$ cat src/rtl/if_pkg.sv
// Shared types and constants for the instruction-fetch controller.
package if_pkg;

  // Fetch controller states
  typedef enum logic [1:0] {
    IDLE = 2'd0,
    WAIT = 2'd1,
    HOLD = 2'd2,
    KILL = 2'd3
  } if_state_e;

  localparam logic [31:0] NOP_INSTR = 32'h0000_0000;
  localparam int unsigned PC_STEP   = 4;

endpackage

$ cat src/rtl/if_skid_buf.sv
// One-entry {pc, instr} buffer that parks a response accepted while frozen.
// Ports:
//   clk, rst          clock, synchronous active-high reset
//   load              capture pc_in/instr_in and mark the entry valid
//   clear             drop the entry (wins over load)
//   pc_in, instr_in   data to capture
//   valid, pc, instr  stored entry
module if_skid_buf
  import if_pkg::*;
#(
  parameter int unsigned ADDR_W  = 32,
  parameter int unsigned INSTR_W = 32
) (
  input  logic               clk,
  input  logic               rst,
  input  logic               load,
  input  logic               clear,
  input  logic [ADDR_W-1:0]  pc_in,
  input  logic [INSTR_W-1:0] instr_in,
  output logic               valid,
  output logic [ADDR_W-1:0]  pc,
  output logic [INSTR_W-1:0] instr
);

  always_ff @(posedge clk) begin
    if (rst || clear) begin
      valid <= 1'b0;
      pc    <= '0;
      instr <= INSTR_W'(NOP_INSTR);
    end else if (load) begin
      valid <= 1'b1;
      pc    <= pc_in;
      instr <= instr_in;
    end
  end

endmodule

$ cat src/rtl/if_fetch_ctrl.sv
// Instruction-fetch controller: owns the PC, issues fetches over a req/valid
// handshake tolerant of wait states, and drives the IF/ID register.
// Ports:
//   clk, rst                 clock, synchronous active-high reset
//   freeze, flush            stall IF/ID and PC / insert a bubble
//   branch_taken, branch_addr  redirect the PC (low two bits ignored)
//   imem_req, imem_addr      fetch request and address (registered)
//   imem_valid, imem_rdata   fetch response
//   if_valid, if_pc, if_instr  IF/ID register (if_pc = fetch address + 4)
module if_fetch_ctrl
  import if_pkg::*;
#(
  parameter int unsigned       ADDR_W   = 32,
  parameter int unsigned       INSTR_W  = 32,
  parameter logic [ADDR_W-1:0] PC_RESET = '0
) (
  input  logic               clk,
  input  logic               rst,
  input  logic               freeze,
  input  logic               flush,
  input  logic               branch_taken,
  input  logic [ADDR_W-1:0]  branch_addr,
  output logic               imem_req,
  output logic [ADDR_W-1:0]  imem_addr,
  input  logic               imem_valid,
  input  logic [INSTR_W-1:0] imem_rdata,
  output logic               if_valid,
  output logic [ADDR_W-1:0]  if_pc,
  output logic [INSTR_W-1:0] if_instr
);

  if_state_e          state, state_n;
  logic [ADDR_W-1:0]  pc, pc_n, pc_inc, target;
  logic               req_n;
  logic [ADDR_W-1:0]  addr_n;
  logic               ifv_n;
  logic [ADDR_W-1:0]  ifpc_n;
  logic [INSTR_W-1:0] ifi_n;
  logic               bubble;
  logic               buf_load, buf_clear, buf_valid;
  logic [ADDR_W-1:0]  buf_pc;
  logic [INSTR_W-1:0] buf_instr;
  logic               unused_low_bits;

  // Branch targets are word aligned; the low address bits are dropped.
  assign target          = {branch_addr[ADDR_W-1:2], 2'b00};
  assign unused_low_bits = ^branch_addr[1:0];
  assign pc_inc          = pc + ADDR_W'(PC_STEP);

  if_skid_buf #(
    .ADDR_W  (ADDR_W),
    .INSTR_W (INSTR_W)
  ) u_skid (
    .clk      (clk),
    .rst      (rst),
    .load     (buf_load),
    .clear    (buf_clear),
    .pc_in    (pc_inc),
    .instr_in (imem_rdata),
    .valid    (buf_valid),
    .pc       (buf_pc),
    .instr    (buf_instr)
  );

  // State register
  always_ff @(posedge clk) begin
    if (rst) state <= IDLE;
    else     state <= state_n;
  end

  // PC, fetch request and IF/ID registers
  always_ff @(posedge clk) begin
    if (rst) begin
      pc        <= PC_RESET;
      imem_req  <= 1'b0;
      imem_addr <= PC_RESET;
      if_valid  <= 1'b0;
      if_pc     <= '0;
      if_instr  <= INSTR_W'(NOP_INSTR);
    end else begin
      pc        <= pc_n;
      imem_req  <= req_n;
      imem_addr <= addr_n;
      if_valid  <= ifv_n;
      if_pc     <= ifpc_n;
      if_instr  <= ifi_n;
    end
  end

  // Next-state, PC and IF/ID update
  always_comb begin
    state_n   = state;
    pc_n      = pc;
    ifv_n     = if_valid;
    ifpc_n    = if_pc;
    ifi_n     = if_instr;
    buf_load  = 1'b0;
    buf_clear = 1'b0;
    bubble    = 1'b0;

    case (state)
      IDLE: state_n = WAIT;
      WAIT: begin
        if (imem_valid) begin
          pc_n = pc_inc;
          if (freeze) begin
            buf_load = 1'b1;
            state_n  = HOLD;
          end else begin
            ifv_n  = 1'b1;
            ifpc_n = pc_inc;
            ifi_n  = imem_rdata;
          end
        end else if (!freeze) begin
          bubble = 1'b1;
        end
      end
      HOLD: begin
        if (!freeze) begin
          ifv_n     = buf_valid;
          ifpc_n    = buf_pc;
          ifi_n     = buf_instr;
          buf_clear = 1'b1;
          state_n   = WAIT;
        end
      end
      KILL: begin
        bubble = 1'b1;
        if (imem_valid) state_n = WAIT;
      end
      default: state_n = IDLE;
    endcase

    if (branch_taken) begin
      pc_n      = target;
      bubble    = 1'b1;
      buf_load  = 1'b0;
      buf_clear = 1'b1;
      // An outstanding fetch must complete before the target can be issued;
      // if it completes this very cycle the target goes out next cycle.
      case (state)
        WAIT, KILL: state_n = imem_valid ? WAIT : KILL;
        default:    state_n = WAIT;
      endcase
    end else if (flush) begin
      bubble = 1'b1;
    end

    if (bubble) begin
      ifv_n  = 1'b0;
      ifpc_n = '0;
      ifi_n  = INSTR_W'(NOP_INSTR);
    end

    // In KILL the stale request stays on the bus untouched.
    req_n  = (state_n == WAIT) || (state_n == KILL);
    addr_n = (state_n == KILL) ? imem_addr : pc_n;
  end

endmodule

$ cat config.mk
export PLATFORM = sky130hd
export DESIGN_NAME = if_fetch_ctrl
export DESIGN_NICKNAME = d
export VERILOG_FILES = /design/src/rtl/if_pkg.sv /design/src/rtl/if_skid_buf.sv /design/src/rtl/if_fetch_ctrl.sv
export SDC_FILE = /design/constraint.sdc
export NUM_CORES = 1
export LEC_CHECK = 0
export BUFFER_PORTS_ARGS = -buffer_cell sky130_fd_sc_hd__buf_2
export CORE_UTILIZATION = 45
export CTS_CLUSTER_SIZE = 30
export DETAILED_ROUTE_END_ITERATION = 7
export PLACE_DENSITY = 0.67
export SLEW_MARGIN = 0
export SYNTH_ARGS = -nofsm -noshare
export SYNTH_HDL_FRONTEND = slang
export SYNTH_SLANG_ARGS = --single-unit
export TNS_END_PERCENT = 1
$ cat constraint.sdc
create_clock -name clk -period 3.72 [get_ports clk]
set_input_delay 0.372 -clock clk [delete_from_list [all_inputs] [get_ports clk]]
set_output_delay 0.372 -clock clk [all_outputs]
set_load 0.01 [all_outputs]
==> flow_metrics.tcl, run 1 <==
set metrics [dict create \
    globalplace.congestion 0.908 \
    synth_top_area_cell "dfxtp_1" \
    cts_tree "built" \
    required_ns 4.06 \
    synth_top_cells_by_area "dfxtp_1 (46%), nand2_1 (8.3%), nor2_1 (5.4%)" \
    fp-row-count 50 \
    synth-main-ff-cell "dfxtp_1" \
    grt_usage_pct 22.9 \
    start_kind "flop" \
    syn_area_sq_um 8550 \
    yosys.area.top_type_share_pct 45.9 \
    clock_sinks 196 \
    stdcell_count 1419 \
    drt_iter0_drc 524 \
    clock_path_buffers 2 \
    synth_seq_cells 196 \
    slew_violations 0 \
    dp_hpwl_mm 14.8 \
    relSlewSlack_pct 38.5 \
    ys_types 60 \
    antenna_cells 0 \
    path_class "flop to flop" \
    cp-end-kind "flop" \
    clock_latency_ns 0.44 \
    wirelength_mm 22.1 \
    netlist_instances 1065 \
    io_buffers 165 \
    grt_start_max_net_pins 64 \
    drc 0 \
    cp_max_fo 19 \
    holdWs_ns 0.176 \
    antenna_found_initial 1 \
    period_share_pct 78.7 \
    arrival_ns 3.26 \
    finalHoldViolations 0 \
    cts.reportedPaths.clkPinSlew_ns 0.08 \
    period_minus_slack_ns 2.93 \
    cts_resized 0 \
    syn_nets 1136 \
    vdd_drop_max_v 0.000393 \
    power.total_mw 4.48 \
    fmax_mhz 342 \
    vias_per_cell 5.53 \
    tns_ns 0 \
    maxCapViolCount 0 \
    clockRootBuffer "clkbuf_16" \
    cts_max_level 4 \
    p_leak_nw 3.87 \
    dpl.cell_count 1387 \
    worstHoldPathType "primary input to flop" \
    die_w_microns 140 \
    die_area_sq_um 19600 \
    final_area_sq_um 10100 \
    drt_first_pass_iters 5 \
    nNetsFinal 1243 \
    setup_viol 0 \
    clock_skew_ns 0.0157 \
    io_pins 168 \
    avgSynthCellArea_sq_um 8.03 \
    place_area_sq_um 9480 \
    status "finished clean" \
    grt_setup_unrepaired "false" \
    start_util_pct 45.9 \
    grt_pass1_vias 6981 \
    cts_hold_buf 0 \
    ant_nets 0 \
    n_fill_cell 1794 \
    power.density_nw_per_um2 445 \
    yosysWarnings 0 \
    area_growth_pct 17.9 \
    synth-seq-area-share_pct 45.9 \
    core-area_sq_um 18600 \
    grt_pass1_wl_mm 36.2 \
    synth_edf_count 0 \
    drive_gt1_share_pct 19.7 \
    tightest_slew_ns 0.921 \
    die_h_microns 140 \
    grt-ovfl-total 0 \
    cts_buffers 17 \
    wl_per_cell_microns 15.5 \
    via_count 7845 \
    async_flop_share_pct 0 \
    cts_setup_buffers 0 \
]
[worst paths after layout]
kind / start / endpoint / slack [ns] / cells after the start
max: pc[2] / imem_addr[31] / 0.79 / 5
min: imem_rdata[5] / u_skid.instr[5] / 0.18 / 3
max reg2reg: pc[2] / imem_addr[31] / 0.79 / 5
min reg2reg: if_pc[12] / if_pc[12] / 0.45 / 2
[layout make-up]
cell class / instances / area (sq um) / share of cell area (%)
Clock buffer: 18 / 439 / 4.36
Clock inverter: 14 / 161 / 1.60
Inverter: 7 / 26.3 / 0.261
Multi-Input combinational cell: 769 / 4280 / 42.5
Sequential cell: 196 / 3920 / 38.9
Tap cell: 234 / 293 / 2.90
Timing Repair Buffer: 181 / 958 / 9.50
[where the power goes]
part	internal [mW]	switching, mW	leakage (nW)	total [mW]
Clock	0.975	0.887	0.288	1.86
Sequential	2.16	0.0624	1.59	2.22
Combinational	0.148	0.252	1.98	0.400
Total	3.28	1.20	3.87	4.48
[metal layers]
layer	routed length, microns	global-route usage (%)
met1	11000	33.0
met2	9510	34.7
met3	1070	3.61
met4	419	7.92
met5	14	0
[cells in the final DEF, fill, tap and decap left out, types with 6 or more instances in the layout]
cell       count
a21oi_1       75
a311oi_1      35
and3_1         8
a32oi_1        8
a211oi_1      20
inv_1          6
and4_1         6
a21o_1         8
nand4_1       13
o21a_1         7
o21ai_0       45
o31ai_1        6
clkbuf_16     17
nand3_1       40
xnor2_1       26
and2_1         7
nor4_1        12
mux2i_1        6
nor3_1        43
nor2_1       122
nand2_1      190
xor2_1        10
buf_4         15
a31oi_1        6
dfxtp_1      196
o41ai_1        9
buf_2        165
[registers in the layout, indices dropped and copies added, names as in the netlist]
register      count
imem_addr        32
if_pc            32
u_skid.instr     32
u_skid.pc        32
if_instr         32
if_valid          1
state             2
pc               32
u_skid.valid      1
[worst max-delay path: stages (launching register included)]
cell	delay [ns]
dfxtp_1	0.48
nand4_1	0.30
or4_1	0.93
nor4_1	0.42
mux2_2	0.39
o41ai_1	0.30
[synthesized netlist by cell type, types with 4 or more instances]
cell and count:
a211o_1 4, a211oi_1 20, a21o_1 8, a21oi_1 76
a311oi_1 35, a31oi_1 6, a32oi_1 8, and2_1 7
and3_1 8, and4_1 6, buf_1 7, buf_2 8
clkbuf_1 76, dfxtp_1 196, inv_1 6, mux2i_1 6
nand2_1 190, nand2b_1 4, nand3_1 40, nand4_1 13
nor2_1 123, nor2b_1 6, nor3_1 43, nor4_1 12
o211a_1 5, o211ai_1 4, o21a_1 7, o21ai_0 45
o31ai_1 6, o41ai_1 9, or4_1 4, xnor2_1 26
xor2_1 10
[stage by stage]
step	setup slack, ns	util (%)
4_1_cts	0.843	54.1
2_1_floorplan	1.38	-
3_5_place_dp	0.859	50.9
5_1_grt	0.615	54.1
3_3_place_gp	0.945	50.9
6_report	0.794	54.1
[kinds of logic after synthesis]
kind of cell,Yosys count,share of synthesized area [%]
simple gates,467,24.5
compound gates,256,20.2
flops,196,45.9
buf+inv,100,4.56
xor+xnor,36,3.69
mux,9,1.10
fa+ha+maj,1,0.146
No activity file was read; power rests on OpenSTA's default activity.
==> run 2: changes to the inputs <==
==> constraint.sdc (replaced) <==
create_clock -name clk -period 2.95 [get_ports clk]
set_input_delay 0.295 -clock clk [delete_from_list [all_inputs] [get_ports clk]]
set_output_delay 0.295 -clock clk [all_outputs]
set_load 0.01 [all_outputs]
==> run 2 against run 1 <==
  * Clock skew shrank 0.0028 ns
  * Highest routed layer is now met4
  * Critical path depth is the same
  * Critical path type unchanged
  * Power up 27%
  * Flip-flop and latch count is the same
  * Global-route usage up 0.28 points
==> flow_metrics.tcl, run 2 (same netlist as run 1, synthesis figures left out) <==
set metrics [dict create \
    finalHoldViolations 0 \
    fmax_mhz 385 \
    power.total_mw 5.68 \
    area_growth_pct 19.5 \
    clock_sinks 196 \
    start_kind "flop" \
    io_pins 168 \
    clockRootBuffer "clkbuf_16" \
    grt_pass1_wl_mm 36.5 \
    io_buffers 165 \
    drive_gt1_share_pct 20.7 \
    cts_buffers 17 \
    layout_common_cells "dfxtp_1 (196), nand2_1 (190), buf_2 (165)" \
    grt_usage_pct 23.2 \
    wirelength_mm 22.5 \
    critPathCapture "imem_addr[25]" \
    cts_setup_buffers 0 \
    fp-row-count 50 \
    cts_hold_buf 0 \
    die_h_microns 140 \
    required_ns 3.30 \
    wl_per_cell_microns 15.7 \
    period_minus_slack_ns 2.59 \
    maxCapViolCount 0 \
    period_share_pct 87.9 \
    r2r-start "pc[7]" \
    final_core_util_pct 54.9 \
    power.density_nw_per_um2 556 \
    multi_input_area_sq_um 4280 \
    clock_latency_ns 0.44 \
    setup_viol 0 \
    grt_busiest_layer "met2" \
    die_area_sq_um 19600 \
    grt_util_met3_pct 4.71 \
    fin_ws_ns 0.356 \
    clock_path_buffers 2 \
    drt_first_pass_iters 7 \
    globalplace.congestion 0.917 \
    cp-end-kind "flop" \
    die_w_microns 140 \
    crit_path_start "pc[7]" \
    vias_per_cell 5.50 \
    grt_pass1_vias 7068 \
    path_class "flop to flop" \
    cts.reportedPaths.clkPinSlew_ns 0.08 \
    n_fill_cell 1783 \
    stdcell_count 1435 \
    r2r_cells 5 \
    grt_setup_unrepaired "false" \
    p_leak_nw 3.95 \
    timing.rr.end "imem_addr[25]" \
    preCtsSetupSlack_ns 0.368 \
    ant_nets 0 \
    tns_ns 0 \
    dp_hpwl_mm 15.4 \
    core-area_sq_um 18600 \
    cp_max_fo 8 \
    slew_violations 0 \
    tightest_slew_ns 0.842 \
    grt-ovfl-total 0 \
    vdd_drop_max_v 0.000366 \
    r2r_setup_slack_ns 0.36 \
    arrival_ns 2.94 \
    mostFrequentLayoutCell "dfxtp_1" \
    use_met1_pct 33.2 \
    relSlewSlack_pct 43.7 \
    status "finished clean" \
    start_util_pct 45.9 \
    cts_resized 0 \
    via_count 7899 \
    worstHoldPathType "primary input to flop" \
    dpl.cell_count 1403 \
    nNetsFinal 1259 \
    antenna_found_initial 0 \
    cts_tree "built" \
    clock_skew_ns 0.0129 \
    seq_area_sq_um 3920 \
    grt_start_max_net_pins 61 \
    grt_util_met2_pct 35.3 \
    drc 0 \
    drt_iter0_drc 574 \
    cts_max_level 4 \
    antenna_cells 0 \
]
==> run 2: cell count changes in the layout (fill, tap and decap cells not counted) <==
cell	before	now
buf_12	1	2
buf_4	15	30
clkbuf_8	1	0
clkinv_4	2	1
clkinv_8	2	3
inv_12	0	1
==> run 2: metrics by stage <==
step	cell area, sq um	hold WS [ns]
floorplan	8550	0.431
global placement	9620	0.437
detailed placement	9620	0.443
CTS	10200	0.0883
global route	10200	0.0936
finish	10200	0.0981
==> run 2: worst min path at each step <==
stage	startpoint	endpoint	slack [ns]	cells past startpoint
floorplan	imem_rdata[0]	u_skid.instr[0]	0.43	2
global route	imem_rdata[3]	u_skid.instr[3]	0.09	3
detailed placement	if_pc[13]	if_pc[13]	0.44	2
CTS	imem_rdata[3]	u_skid.instr[3]	0.09	3
global placement	if_pc[19]	if_pc[19]	0.44	2
finish	imem_rdata[3]	u_skid.instr[3]	0.1	3
==> run 2: worst max-delay path, cell delays in order (launching register included) <==
cell and delay (ns):
dfxtp_1 0.44, nand4_2 0.28, or4_1 0.73, nor4_1 0.36, mux2_2 0.39, o41ai_1 0.29
==> run 2: cell type report <==
| cell class | instances | area share, % |
|---|---|---|
| well taps | 234 | 2.86 |
| flip-flops and latches | 196 | 38.4 |
| clock inverters | 15 | 1.81 |
| multi-input cells | 769 | 41.9 |
| clock buffers | 17 | 4.16 |
| inverters | 7 | 0.257 |
| repair buffers | 197 | 10.7 |
==> run 2: metal layers <==
metal  wire (microns)  part of all wire, %  up-vias
met3             1470                  6.6       23
met5                0                    0        -
li1                 -                    -     4010
met2             9860                   44      296
met1            10900                   48     3570
met4              293                  1.3        0
==> run 2: where the power goes <==
group	internal, mW	total [mW]	switching [mW]	leakage, nW
clock network	1.22	2.37	1.14	0.291
logic	0.197	0.519	0.322	2.07
registers	2.72	2.80	0.0762	1.59
total	4.14	5.68	1.54	3.95
==> run 3: changes to the inputs <==
--- a/config.mk
+++ b/config.mk
@@ -9,7 +9,9 @@
 export CORE_UTILIZATION = 45
 export CTS_CLUSTER_SIZE = 30
 export DETAILED_ROUTE_END_ITERATION = 7
+export MAX_ROUTING_LAYER = met4
 export PLACE_DENSITY = 0.67
+export SETUP_SLACK_MARGIN = 0.3
 export SLEW_MARGIN = 0
 export SYNTH_ARGS = -nofsm -noshare
 export SYNTH_HDL_FRONTEND = slang
==> run 3 against run 2 <==
  * Sequential share of layout area barely moved
  * Combinational power about the same
  * Via count is 0.19% higher
  * Clock-buffer cell count did not move
  * Largest cell class unchanged
  * Largest power group unchanged
==> flow_metrics.tcl, run 3 (same netlist as run 1, synthesis figures left out) <==
set metrics [dict create \
    fmax_mhz 388 \
    fin_ws_ns 0.371 \
    period_minus_slack_ns 2.58 \
    io_pins 168 \
    final_area_sq_um 10200 \
    layout_common_cells "dfxtp_1 (196), nand2_1 (190), buf_2 (165)" \
    dp_hpwl_mm 15.4 \
    holdPathEnd "u_skid.instr[3]" \
    area_growth_pct 19.6 \
    clock_path_buffers 2 \
    grt_usage_pct 23.9 \
    setup_viol 0 \
    clock_latency_ns 0.45 \
    globalplace.congestion 0.933 \
    final_core_util_pct 54.9 \
    arrival_ns 2.92 \
    cp-end-kind "flop" \
    r2r_setup_slack_ns 0.37 \
    preCtsSetupSlack_ns 0.368 \
    io_buffers 165 \
    power.total_mw 5.69 \
    required_ns 3.29 \
    maxCapViolCount 0 \
    clock_skew_ns 0.0132 \
    period_share_pct 87.4 \
    r2r_cells 5 \
    cts_buffers 17 \
    nNetsFinal 1259 \
    place_area_sq_um 9620 \
    clockRootBuffer "clkbuf_16" \
    die_h_microns 140 \
    wl_per_cell_microns 15.7 \
    path_class "flop to flop" \
    mostFrequentLayoutCell "dfxtp_1" \
    cts_max_level 4 \
    cts.reportedPaths.clkPinSlew_ns 0.08 \
    antenna_cells 0 \
    core-area_sq_um 18600 \
    tns_ns 0 \
    r2r-start "pc[7]" \
    tightest_slew_ns 0.855 \
    grt-ovfl-total 0 \
    finalHoldViolations 0 \
    grt_pass1_vias 7071 \
    vias_per_cell 5.51 \
    ant_nets 0 \
    start_util_pct 45.9 \
    hold-path-cell-count 3 \
    clock_sinks 196 \
    drt_first_pass_iters 6 \
    wirelength_mm 22.5 \
    fp-row-count 50 \
    vdd_drop_max_v 0.000371 \
    die_w_microns 140 \
    grt_start_max_net_pins 61 \
    relSlewSlack_pct 42.8 \
    drt_iter0_drc 493 \
    status "finished clean" \
    via_count 7914 \
    timing.rr.end "imem_addr[26]" \
    worstHoldPathType "primary input to flop" \
    die_area_sq_um 19600 \
    drc 0 \
    drive_gt1_share_pct 20.8 \
    grt_pass1_wl_mm 36.5 \
    start_kind "flop" \
    grt_setup_unrepaired "true" \
    p_leak_nw 3.95 \
    cp_max_fo 8 \
    power.density_nw_per_um2 556 \
    hold_start "imem_rdata[3]" \
    cts_tree "built" \
    antenna_found_initial 0 \
    slew_violations 0 \
]
## run 3: worst max path at each step
stage	startpoint	end	slack, ns
floorplan	pc[4]	imem_addr[31]	0.61
global placement	pc[7]	imem_addr[31]	0.45
detailed placement	pc[7]	imem_addr[23]	0.37
CTS	pc[7]	imem_addr[23]	0.35
global route	pc[9]	imem_addr[26]	0.26
finish	pc[7]	imem_addr[26]	0.37
## run 3: layer usage
| layer | vias to the layer above | track usage, % | wire [microns] |
|---|---|---|---|
| li1 | 3999 | - | - |
| met1 | 3606 | 33.2 | 10900 |
| met2 | 277 | 35.2 | 9800 |
| met3 | 32 | 4.65 | 1470 |
| met4 | 0 | 6.65 | 407 |
| met5 | - | - | 0 |
## run 3: final cells by class
class                           instances  area [sq um]
Fill cell                            1782          8410
Multi-Input combinational cell        769          4290
Sequential cell                       196          3920
Timing Repair Buffer                  197          1090
Clock buffer                           17           425
Tap cell                              234           293
Clock inverter                         15           185
Inverter                                7          26.3
## run 3: worst max-delay path: stages, from the launching register on
cell and delay (ns):
dfxtp_1 0.44, nand4_2 0.29, or4_1 0.74, or4_1 0.53, and3_1 0.20, o41ai_2 0.27
## run 3: timing repair
| action | in CTS | in global routing |
|---|---|---|
| gates resized for setup | 0 | 1 |
| buffers inserted | 0 | 0 |
| setup endpoints to repair | 0 | 4 |
| hold buffers | 0 | 0 |
## run 3: metrics by stage
step / std cells / hold slack [ns]
after CTS: 1435 / 0.0883
final: 1435 / 0.0936
after global placement: 1403 / 0.437
after floorplan: 1065 / 0.431
after detailed placement: 1403 / 0.443
after global routing: 1435 / 0.0936
## run 3: where the power goes
part | switching (mW) | leakage, nW | total, mW | internal (mW)
sequential | 0.0764 | 1.59 | 2.80 | 2.72
combinational | 0.322 | 2.07 | 0.519 | 0.197
clock | 1.15 | 0.291 | 2.37 | 1.22
total | 1.55 | 3.95 | 5.69 | 4.14
